==> src/rtl/cmd_target_regfile.sv <==
// Slave end of the ready/valid command interface: services WRITE/READ commands
// against a local register bank and returns READ data on a response channel.
module cmd_target_regfile #(
  parameter int unsigned ADDR_WIDTH = 8,
  parameter int unsigned DATA_WIDTH = 32,
  parameter int unsigned DEPTH      = 16
) (
  input  logic                  i_clk,
  input  logic                  i_rst,
  input  logic                  i_valid,
  output logic                  o_ready,
  input  logic                  i_command,
  input  logic [ADDR_WIDTH-1:0] i_address,
  input  logic [DATA_WIDTH-1:0] i_data,
  output logic                  o_rsp_valid,
  input  logic                  i_rsp_ready,
  output logic [DATA_WIDTH-1:0] o_rsp_data,
  output logic                  o_rsp_err,
  output logic [7:0]            o_err_count
);

  localparam int unsigned IDX_W   = (DEPTH > 1) ? $clog2(DEPTH) : 1;
  localparam logic        CMD_RD  = 1'b1;
  localparam logic [7:0]  ERR_MAX = 8'hFF;

  typedef enum logic {
    IDLE = 1'b0,
    RESP = 1'b1
  } state_t;

  state_t                state;
  state_t                state_next;
  logic [DATA_WIDTH-1:0] regs [DEPTH];
  logic                  accept;
  logic                  in_range;
  logic [IDX_W-1:0]      idx;

  // Ready depends only on state and reset, never on i_valid.
  assign o_ready     = (state == IDLE) && !i_rst;
  assign o_rsp_valid = (state == RESP);
  assign accept      = i_valid && o_ready;

  // Extra MSB lets DEPTH == 2**ADDR_WIDTH compare correctly.
  assign in_range = {1'b0, i_address} < (ADDR_WIDTH + 1)'(DEPTH);
  assign idx      = i_address[IDX_W-1:0];

  always_ff @(posedge i_clk) begin
    if (i_rst) state <= IDLE;
    else       state <= state_next;
  end

  always_comb begin
    state_next = state;
    case (state)
      IDLE:    if (accept && (i_command == CMD_RD)) state_next = RESP;
      RESP:    if (i_rsp_ready) state_next = IDLE;
      default: state_next = IDLE;
    endcase
  end

  // Register bank: out-of-range writes are dropped.
  always_ff @(posedge i_clk) begin
    if (i_rst) begin
      for (int unsigned i = 0; i < DEPTH; i++) regs[i] <= '0;
    end else if (accept && (i_command != CMD_RD) && in_range) begin
      regs[idx] <= i_data;
    end
  end

  // Response payload captured at READ accept and held until handshake.
  always_ff @(posedge i_clk) begin
    if (i_rst) begin
      o_rsp_data <= '0;
      o_rsp_err  <= 1'b0;
    end else if (accept && (i_command == CMD_RD)) begin
      o_rsp_data <= in_range ? regs[idx] : '0;
      o_rsp_err  <= !in_range;
    end
  end

  // Saturating count of out-of-range commands of either kind.
  always_ff @(posedge i_clk) begin
    if (i_rst) begin
      o_err_count <= '0;
    end else if (accept && !in_range && (o_err_count != ERR_MAX)) begin
      o_err_count <= o_err_count + 8'd1;
    end
  end

endmodule
==> config.mk <==
export PLATFORM = sky130hd
export DESIGN_NAME = cmd_target_regfile
export DESIGN_NICKNAME = d
export VERILOG_FILES = /design/src/rtl/cmd_target_regfile.sv
export SDC_FILE = /design/constraint.sdc
export NUM_CORES = 1
export LEC_CHECK = 0
export CAP_MARGIN = 10
export CORE_MARGIN = 4
export CORE_UTILIZATION = 50
export DETAILED_ROUTE_END_ITERATION = 8
export MAX_ROUTING_LAYER = met4
export PLACE_DENSITY = 0.7
export SLEW_MARGIN = 20
export SYNTH_ARGS = -nofsm -noshare
export SYNTH_HDL_FRONTEND = slang
export SYNTH_SLANG_ARGS = --single-unit
==> constraint.sdc <==
create_clock -name i_clk -period 5.2 [get_ports i_clk]
set_clock_uncertainty 0.1 [all_clocks]
set_input_delay 1.3 -clock i_clk [delete_from_list [all_inputs] [get_ports i_clk]]
set_output_delay 1.3 -clock i_clk [all_outputs]
set_load 0.02 [all_outputs]
==> results.sh <==
export IMPL_synth_edff_count=512
export IMPL_crit_arrival_ns=2.75
export IMPL_critPathKind="in2out"
export IMPL_ant_nets=0
export IMPL_dp_slack_ns=0.7694
export IMPL_clock_tree_root_cell="clkbuf_16"
export IMPL_synthesis_nets=1591
export IMPL_viasPerCell=5.881
export IMPL_ys_warn_count=0
export IMPL_vias=13598
export IMPL_setup_violations_final=0
export IMPL_cts_hold_buf=0
export IMPL_crit_path_start_kind="input pin"
export IMPL_core_um2=48150
export IMPL_path_clk_slew_ns=0.06
export IMPL_dieHeight_um=229.6
export IMPL_cts_setup_buffers=0
export IMPL_worstSkewPairLatency_ns=0.62
export IMPL_antenna_found_initial=1
export IMPL_synthFlopType="edfxtp_1"
export IMPL_timing_hold_ws_ns=0.3666
export IMPL_synth_largest_area_cell="edfxtp_1"
export IMPL_die_area_um2=52720
export IMPL_grt_max_degree=53
export IMPL_cts_sinks=554
export IMPL_start_util=0.5100
export IMPL_synth_area_um2=24550
export IMPL_layout_nets=1654
export IMPL_ir_drop_mv=0.2586
export IMPL_netlist_top_cells_area="edfxtp_1, and2_1, mux4_2"
export IMPL_area_delta_synth_final_pct=15.35
export IMPL_async_reset_ff_frac=0
export IMPL_tightest_slew_ns=1.078
export IMPL_multi_input_area_um2=7953
export IMPL_period_needed_ns=4.145
export IMPL_yosysTopAreaCellShare=0.6262
export IMPL_avgSynthCellArea_um2=15.89
export IMPL_dr_pass1_iters=5
export IMPL_die_w_um=229.6
export IMPL_rows=80
export IMPL_hold_path_class="reg2reg"
export IMPL_power_density_nw_per_um2=342.0
export IMPL_hold_viol_final=0
export IMPL_tritoncts="built"
export IMPL_status="finished clean"
export IMPL_nFillCells=3629
export IMPL_cpMostUsedCell="clkdlybuf4s50_1"
export IMPL_rsz0062_at_grt="no"
export IMPL_seqCellArea_um2=16220
export IMPL_fin_ws_ns=1.055
export IMPL_fmax_mhz=241.2
export IMPL_ioPinCount=88
export IMPL_dpl_hpwl_mm=36.56
export IMPL_grt_pass1_vias=13994
export IMPL_cp_cell_sequence="clkdlybuf4s50_1, buf_4, nor2_1, clkdlybuf4s50_1"
export IMPL_diodes=0
export IMPL_seq_area_frac_synth=0.6604
export IMPL_place_gp_congestion=0.7822
export IMPL_endpoint_kind="output port"
export IMPL_critical_path_max_stage_delay_ns=0.64
export IMPL_drive_gt1_frac=0.2011
export IMPL_placed_cells=2205
export IMPL_reg2reg_slack_ns=2.18
export IMPL_h_tree_depth=2
export IMPL_numCtsBuffers=57
export IMPL_routed_wl_mm=62.14
export IMPL_fin_crit_sh=0.7972
export IMPL_drv_cap=0
export IMPL_drt_iter0_drc=1530
export IMPL_synth_seq_cells=554
export IMPL_cts_buffer_depth=3
export IMPL_post_cts_resize_count=0
export IMPL_grt_pass1_wl_mm=93.27
export IMPL_final_cell_mix="and2_1, edfxtp_1, mux4_2"
export IMPL_io_buffers=87
export IMPL_critical_path_max_fanout=16
export IMPL_drt_drc_violations_left=0
export IMPL_track_usage=0.2452
export IMPL_tns_ns=0
export IMPL_ys_types=46
export IMPL_worstPathRequired_ns=3.80
export IMPL_grt_ovfl_total=0
export IMPL_finalCoreUtilization=0.5883
export IMPL_routedWlPerCell_um=26.88
export IMPL_slew_headroom=0.2805
export IMPL_final_cells=2312
export IMPL_cp_slowest_cell="clkdlybuf4s50_1"
export IMPL_syn_inst=1545
export IMPL_power_leakage_nw=10.20
export IMPL_slew_viol_final=0
## Yosys cell counts, drive strengths merged (2+ instances only)
library cell / n
a21oi: 4
nand3: 4
or2: 6
and2: 513
nor4: 5
nand2b: 2
edfxtp: 512
or3: 2
dfxtp: 42
nor3: 4
nor2: 18
mux2i: 34
o311ai: 2
buf: 35
clkbuf: 97
nand3b: 3
o21ai: 12
inv: 4
nand2: 37
nand4: 2
o41ai: 2
a22oi: 32
mux4: 128
o211ai: 33
## through the flow
step | power (mW) | cell area, µm²
6_report | 9.686 | 28320
5_1_grt | 9.973 | 28320
4_1_cts | 9.746 | 28320
3_5_place_dp | 5.686 | 26440
3_3_place_gp | 5.672 | 26440
2_1_floorplan | 5.444 | 24550
## final timing paths
path / start / endpoint / cells past startpoint
max: i_rst / o_ready / 4
min reg2reg: o_rsp_data[7] / o_rsp_data[7] / 2
max reg2reg: o_rsp_valid / regs[11][10] / 5
min: o_rsp_data[7] / o_rsp_data[7] / 2
## per-layer routing
metal  part of all wire  track usage
met1               0.41       0.3323
met2               0.51       0.4021
met3              0.072      0.03728
met4              0.017      0.04869
met5                  0            -
## flip-flops by register name, indices dropped and copies added (netlist names)
name and flops:
regs 512, o_err_count 8, o_rsp_valid 1, o_rsp_data 32
o_rsp_err 1
## worst max-delay path: cells and delay by family
family	cells	cell delay [ns]
buffers and inverters	3	1.28
and+or+nand+nor	1	0.16
## power by group
part | total (mW) | switching, mW | internal (mW)
Sequential | 5.04 | 0.0448 | 4.99
Clock | 4.10 | 1.69 | 2.41
Combinational | 0.548 | 0.327 | 0.221
## logic make-up after synthesis
family	Yosys count	synth area share
xor gates and xnor gates	1	0.0003568
buffers and inverters	136	0.02339
muxes	162	0.1313
AOI/OAI and AO/OA	88	0.03185
and+or+nand+nor	603	0.1522
adders and majority gates	1	0.0005095
DFF	554	0.6604
## layout make-up
cell class,count,area share
sequential,554,0.5725
multi-input combinational,855,0.2808
clock buffer,82,0.05871
timing repair buffer,136,0.05080
tap,656,0.02898
clock inverter,25,0.007687
inverter,4,0.0005301
(Power assumes the default switching activity.)
